**config.mk**
```make
export PLATFORM = sky130hd
export DESIGN_NAME = ccff_bitstream_loader
export DESIGN_NICKNAME = d
export VERILOG_FILES = /design/src/rtl/ccff_bitstream_loader.sv
export SDC_FILE = /design/constraint.sdc
export NUM_CORES = 1
export LEC_CHECK = 0
export CAP_MARGIN = 20
export CORE_UTILIZATION = 45
export CTS_CLUSTER_SIZE = 20
export DETAILED_ROUTE_END_ITERATION = 10
export PLACE_DENSITY = 0.68
export SLEW_MARGIN = 30
export SYNTH_ARGS = -nofsm -noshare
export SYNTH_HDL_FRONTEND = slang
export SYNTH_SLANG_ARGS = --single-unit
```
**constraint.sdc**
```tcl
create_clock -name prog_clk -period 3.4 [get_ports prog_clk]
set_clock_uncertainty 0.1 [all_clocks]
set_input_delay 0.68 -clock prog_clk [delete_from_list [all_inputs] [get_ports prog_clk]]
set_output_delay 0.68 -clock prog_clk [all_outputs]
set_load 0.01 [all_outputs]
```
**src/rtl/ccff_bitstream_loader.sv**
```systemverilog
// Word-to-serial loader: takes bitstream words over valid/ready and shifts exactly
// CHAIN_LEN bits (LSB first) into a configuration chain, reporting done and framing/tail errors.
module ccff_bitstream_loader #(
   parameter int DATA_WIDTH = 32,
   parameter int CHAIN_LEN  = 36,
   parameter int CNT_W      = 16
) (
   input  logic                  prog_clk,
   input  logic                  pReset,
   input  logic                  start,
   input  logic                  cfg_valid,
   output logic                  cfg_ready,
   input  logic [DATA_WIDTH-1:0] cfg_data,
   input  logic                  cfg_last,
   output logic                  ccff_head,
   output logic                  chain_en,
   input  logic                  ccff_tail,
   output logic                  busy,
   output logic                  done,
   output logic                  err_len,
   output logic                  err_tail,
   output logic [CNT_W-1:0]      bit_cnt
);

   localparam int WCNT_W = $clog2(DATA_WIDTH + 1);
   localparam logic [CNT_W-1:0]  CHAIN_LEN_C = CNT_W'(CHAIN_LEN);
   localparam logic [WCNT_W-1:0] WORD_LEN_C  = WCNT_W'(DATA_WIDTH);

   typedef enum logic [1:0] {
      S_IDLE      = 2'd0,
      S_WAIT_WORD = 2'd1,
      S_SHIFT     = 2'd2,
      S_DONE      = 2'd3
   } state_t;

   state_t                state_q, state_d;
   logic [DATA_WIDTH-1:0] shreg_q, shreg_d;
   logic [CNT_W-1:0]      bit_cnt_q, bit_cnt_d;
   logic [WCNT_W-1:0]     word_cnt_q, word_cnt_d;
   logic                  last_q, last_d;
   logic                  err_len_q, err_len_d;
   logic                  err_tail_q, err_tail_d;
   logic                  head_q, head_d;
   logic                  en_q, en_d;

   always_comb begin
      state_d    = state_q;
      shreg_d    = shreg_q;
      bit_cnt_d  = bit_cnt_q;
      word_cnt_d = word_cnt_q;
      last_d     = last_q;
      err_len_d  = err_len_q;
      err_tail_d = err_tail_q;

      case (state_q)
         S_IDLE, S_DONE: begin
            if (start) begin
               bit_cnt_d  = '0;
               err_len_d  = 1'b0;
               err_tail_d = 1'b0;
               state_d    = S_WAIT_WORD;
            end
         end
         S_WAIT_WORD: begin
            if (cfg_valid) begin
               shreg_d    = cfg_data;
               last_d     = cfg_last;
               word_cnt_d = '0;
               state_d    = S_SHIFT;
            end
         end
         S_SHIFT: begin
            shreg_d    = shreg_q >> 1;
            word_cnt_d = word_cnt_q + WCNT_W'(1);
            if (bit_cnt_q != CHAIN_LEN_C) begin
               bit_cnt_d = bit_cnt_q + CNT_W'(1);
            end
            // chain was reset to zeros, so any 1 reaching the tail means a bad chain
            if (ccff_tail) begin
               err_tail_d = 1'b1;
            end
            if (bit_cnt_d == CHAIN_LEN_C) begin
               err_len_d = err_len_q | ~last_q;
               state_d   = S_DONE;
            end else if (word_cnt_d == WORD_LEN_C) begin
               if (last_q) begin
                  err_len_d = 1'b1;
                  state_d   = S_DONE;
               end else begin
                  state_d = S_WAIT_WORD;
               end
            end
         end
         default: state_d = S_IDLE;
      endcase

      // head/enable are registered so they line up with the cycles spent in SHIFT
      en_d   = (state_d == S_SHIFT);
      head_d = en_d & shreg_d[0];
   end

   always_ff @(posedge prog_clk) begin
      if (!pReset) begin
         state_q    <= S_IDLE;
         shreg_q    <= '0;
         bit_cnt_q  <= '0;
         word_cnt_q <= '0;
         last_q     <= 1'b0;
         err_len_q  <= 1'b0;
         err_tail_q <= 1'b0;
         head_q     <= 1'b0;
         en_q       <= 1'b0;
      end else begin
         state_q    <= state_d;
         shreg_q    <= shreg_d;
         bit_cnt_q  <= bit_cnt_d;
         word_cnt_q <= word_cnt_d;
         last_q     <= last_d;
         err_len_q  <= err_len_d;
         err_tail_q <= err_tail_d;
         head_q     <= head_d;
         en_q       <= en_d;
      end
   end

   assign cfg_ready = (state_q == S_WAIT_WORD);
   assign busy      = (state_q == S_WAIT_WORD) || (state_q == S_SHIFT);
   assign done      = (state_q == S_DONE);
   assign ccff_head = head_q;
   assign chain_en  = en_q;
   assign err_len   = err_len_q;
   assign err_tail  = err_tail_q;
   assign bit_cnt   = bit_cnt_q;

endmodule

```
# Yosys cells after proc, flatten, opt, wreduce, memory -nomap -nowiden

Cells that the tools add are included.
Widths: inputs -> output; s select.

Flip-flop bits (word level): 61
Input port bits: 38

$add $sub $neg: 2
Eq/ne operators: 12
Mux-type cells: 21
Bitwise gates (word level): 3
Reduce and logical (&&, ||, !) cells: 10

Operator list:

| kind                  | count |
|---|---|
| $pmux 32 s2           | 1 |
| $mux 16               | 3 |
| $mux 32               | 1 |
| $pmux 16 s2           | 1 |
| $add 16x1->16 const B | 1 |
| $eq 16x6->1 const B   | 1 |
| $ne 16x6->1 const B   | 1 |
| $pmux 6 s2            | 1 |
| $mux 2                | 5 |
| $add 6x1->6 const B   | 1 |
| $eq 2x2->1 const B    | 3 |
| $eq 6x6->1 const B    | 1 |
| $mux 6                | 1 |
| $ne 2x2->1 const B    | 3 |
| $ne 3x3->1 const B    | 2 |
| $pmux 2 s3            | 1 |
| $reduce_and 2->1      | 3 |
| $mux 1                | 5 |
| $pmux 1 s2            | 2 |
| $reduce_and 4->1      | 1 |
| $reduce_bool 2->1     | 2 |
| $reduce_and 3->1      | 1 |
| $eq 2x1->1 const B    | 1 |
| $logic_not 2->1       | 1 |
| other kinds (5)       | 5 |

# Depth between registers and ports, before layout

Depth in word-level cells: 8
Gate-level depth with buffers: 10
Mapped depth without buffers: 9

# Worst setup path before layout

No wires, ideal clock.

Path type: reg2reg
Start: reg bit_cnt_q[0], in the netlist bit_cnt[0]
End: reg state_q[0]
Setup time: 59 ps
Arrival time: 2,417 ps
Path slack: 823 ps
Stages on the path, launching flop included: 11
Buffers on the path: 1
Period minus slack after synthesis: 2,577 ps
Path through: dfxtp_1 inv_1 ha_1 and4bb_2 nand2_2 or4_1 buf_2 mux2i_1 nor4_2 o221a_4 and2_1

Longest elaborated chain between the ends: 6
Elaborated cells between the ends (all ways): 7

RTL lines:

| what                                         | line   | source |
|---|---|---|
| start, declared                              | 38     | `logic [CNT_W-1:0] bit_cnt_q, bit_cnt_d;` |
| start signal, assigned                       | 116    | `bit_cnt_q <= bit_cnt_d;` |
| $add 16x1->16 or $ne 16x6->1 (tied branches) | 76, 75 |  |
| $mux 16 *                                    | 75     | `if (bit_cnt_q != CHAIN_LEN_C) begin` |
| $mux 16 *                                    | 55     | `case (state_q)` |
| $eq 16x6->1 *                                | 82     | `if (bit_cnt_d == CHAIN_LEN_C) begin` |
| $mux 2 *                                     | 82     |  |
| $pmux 2 s3 *                                 | 55     |  |
| end signal, assigned                         | 114    | `state_q <= state_d;` |
| end, declared                                | 36     | `state_t state_q, state_d;` |

Mark *: on every way between the ends. The rest lies on a longest branch, timed or not. The select of a mux whose other input is x is not followed.
A chain may end at the register's enable or synchronous reset.

# Worst setup path after layout

Start: reg state_q[0]
End: out busy

Longest elaborated chain between the ends: 2
Elaborated cells between the ends (all ways): 3

RTL lines:

| what                                     | line | source |
|---|---|---|
| $eq 2x1->1 or $eq 2x2->1 (tied branches) | 127  | `assign busy = (state_q == S_WAIT_WORD) \|\| (state_q == S_SHIFT);` |
| $logic_or 1x1->1 *                       | 127  |  |
| end, declared                            | 18   | `output logic busy,` |

Mark *: on every way between the ends. The rest lies on a longest branch, timed or not.

==> results.toml <==
[synthesis]
yosysWarningCount = 0
yosysMostFrequentCell = "dfxtp_1"
yosys.cell_types.count = 54
synth-edff-count = 0
ys_seq_elements = 61
netlist.area_leader.share = 0.364
mappedNetlistArea_um2 = 3360
ys_top_cells_by_count = "dfxtp_1, nor2b_1, a22oi_1"
syn_area_per_cell_um2 = 8.48
yosysSeqAreaShare = 0.364
synth_flop_cell = "dfxtp_1"
yosys.area.top_type = "dfxtp_1"
synth_area_leaders = "dfxtp_1, nor2b_1, a22o_1, a22oi_1, o21ai_0"
syn_nets = 440
netlist_instances = 396
synthArstFlopShare = 0

[clocking]
clkLatencyLatePin_ns = 0.35
cts_setup_buffers = 0
cts_inserted_buffers = 9
clkSlewWorstSetupHoldPaths_ns = 0.07
cts.sinks = 61
clock_path_buffers = 2
h-tree-depth = 3
cts_resized = 0
cts_hold_buffers = 0
cts_tree = "done"
cts-root-buf = "clkbuf_8"

[floorplan]
die_y_um = 88.4
die_x_um = 88.4
ios = 61
initial_core_util = 0.463
rows = 31
die_area_um2 = 7820
coreArea_um2 = 7250

[route]
drt-total-wl_um = 8130
ant_nets = 0
drt_iter0_markers = 173
drc = 0
routed_via_density = 5.71
detail_route.wl_per_cell_um = 15.0
vias = 3094
firstDrtPassIters = 4

[critical_path]
critPathSlowestCell = "clkdlybuf4s50_1"
crit_required_ns = 2.62
critPathMostFrequentCell = "inv_1"
crit_chain = "inv_1 > ha_1 > inv_1 > clkdlybuf4s50_1"
critical_path_class = "register to output pin"
cp-start-kind = "register"
end_kind = "output pin"
max_stage_delay_ns = 0.58
path_max_fanout = 10
cp_num_buf_inv = 3
arrival_ns = 2.09
critPathTopFamily = "buffers and inverters"

[timing]
holdWs_ns = 0.435
period_minus_slack_ns = 2.87
fin_ws_ns = 0.529
drv_slew = 0
hold_viol_final = 0
worst-slew-pin-transition_ns = 0.744
fin_crit_sh = 0.844
finalSetupTns_ns = 0
relSlewSlack = 0.500
fmax_ghz = 0.348
rsz0062_at_grt = "no"
setup_violations = 0

[final_layout]
diodes = 0
area_growth_pct = 23.7
final_nets = 484
fill_cells = 687
multi_input_area_um2 = 1950
drive_gt1_frac = 0.0655
ff_latch_area_um2 = 1220

[placement]
place_hpwl_um = 5420
pre_cts_slack_ns = 0.652
io_buffers = 60
routabilityCongestion = 0.851

[global_routing]
grt_max_degree = 38
globalRouteTotalUtil = 0.220
grt_pass1_wl_um = 13300
grt-ovfl-total = 0
antenna_found_initial = 0
grt_pass1_vias = 2754

[worst_hold_path]
hp-class = "register to register"

[flow_run]
maxCapViolCount = 0

[pwr]
ir_worst_vdd_uv = 247
cellPowerDensity_nw_per_um2 = 394
power_leakage_nw = 1.44

[run_status]
status = "complete, no violations"
==> worst paths after layout <==
kind	from	depth (start not counted)	slack, ns	endpoint
worst max-delay path	state_q[0]	4	0.53	busy
worst min-delay path	shreg_q[31]	2	0.43	shreg_q[31]
worst max register to register	bit_cnt[0]	9	0.60	state_q[0]
worst min register to register	shreg_q[31]	2	0.43	shreg_q[31]
==> kinds of logic after synthesis <==
logic type,Yosys count,share of synthesized area
compound gates,131,0.289
simple gates,150,0.248
xor+xnor,3,0.00782
fa+ha+maj,6,0.0223
buf+inv,41,0.0574
flops,61,0.364
mux,4,0.0119
==> worst reg2reg max path, cell delays in order (launching register included) <==
cell      delay [ns]
dfxtp_1         0.36
inv_1           0.14
ha_1            0.17
and4bb_2        0.23
nand2_2         0.06
or4_1           0.63
mux2i_1         0.18
nor4_2          0.44
o221a_4         0.30
and2_1          0.12
==> layer usage <==
metal	global-route usage	vias up	wire [um]
li1	-	1549	-
met1	0.296	1445	3890
met2	0.335	87	3710
met3	0.0690	13	407
met4	0.0704	0	125
met5	0	-	0
==> report_power, final <==
group | total [W] | internal, W | switching (W)
Combinational | 0.000277 | 0.000122 | 0.000154
Clock | 0.000631 | 0.000350 | 0.000281
Sequential | 0.000731 | 0.000722 | 0.00000828
==> registers in the layout, indices dropped and copies added, names as in the netlist <==
register    count
bit_cnt        16
ccff_head       1
chain_en        1
err_len         1
err_tail        1
last_q          1
shreg_q        32
state_q         2
word_cnt_q      6
==> per-stage QoR <==
| stage | total power [W] | std cells | util | cell area (um2) |
|---|---|---|---|---|
| 5_1_grt | 0.00171 | 542 | 0.573 | 4160 |
| 3_5_place_dp | 0.00102 | 528 | 0.548 | 3980 |
| 4_1_cts | 0.00165 | 542 | 0.573 | 4160 |
| 6_report | 0.00164 | 542 | 0.573 | 4160 |
| 2_1_floorplan | 0.000914 | 396 | - | 3360 |
| 3_3_place_gp | 0.00102 | 528 | 0.548 | 3980 |
==> cells in the final DEF (no fill, tap or decap), types with 2 or more instances in the layout <==
cell             synthesis  routed
dfxtp_1                 61      61
clkdlybuf4s50_1          0      60
nor2b_1                 45      45
a22oi_1                 35      35
a22o_1                  30      30
nand2_1                 22      22
nor2_1                  19      18
o21ai_0                 19      18
a21oi_1                 16      16
nand3_1                 15      15
nor3_1                  14      14
clkbuf_8                 0      10
inv_1                    7       7
buf_4                    2       7
and2_1                   6       6
and3_1                   6       6
ha_1                     6       6
or3_1                    4       4
mux2i_1                  4       4
o211ai_1                 4       4
o211a_1                  4       4
xnor2_1                  3       3
nand4_1                  3       3
o22ai_1                  3       3
a32oi_1                  3       3
a21boi_0                 3       3
nand2b_1                 2       2
a211oi_1                 2       2
and4_1                   2       2
o21a_1                   2       2
a2bb2oi_1                2       2
clkbuf_1                25       2
==> layout make-up <==
cell class                      instances  area share
Tap cell                               99      0.0298
Clock inverter                          2     0.00843
Inverter                                7     0.00632
Clock buffer                           12      0.0349
Multi-Input combinational cell        294       0.470
Sequential cell                        61       0.294
Timing Repair Buffer                   67       0.157
(Power assumes the default switching activity.)
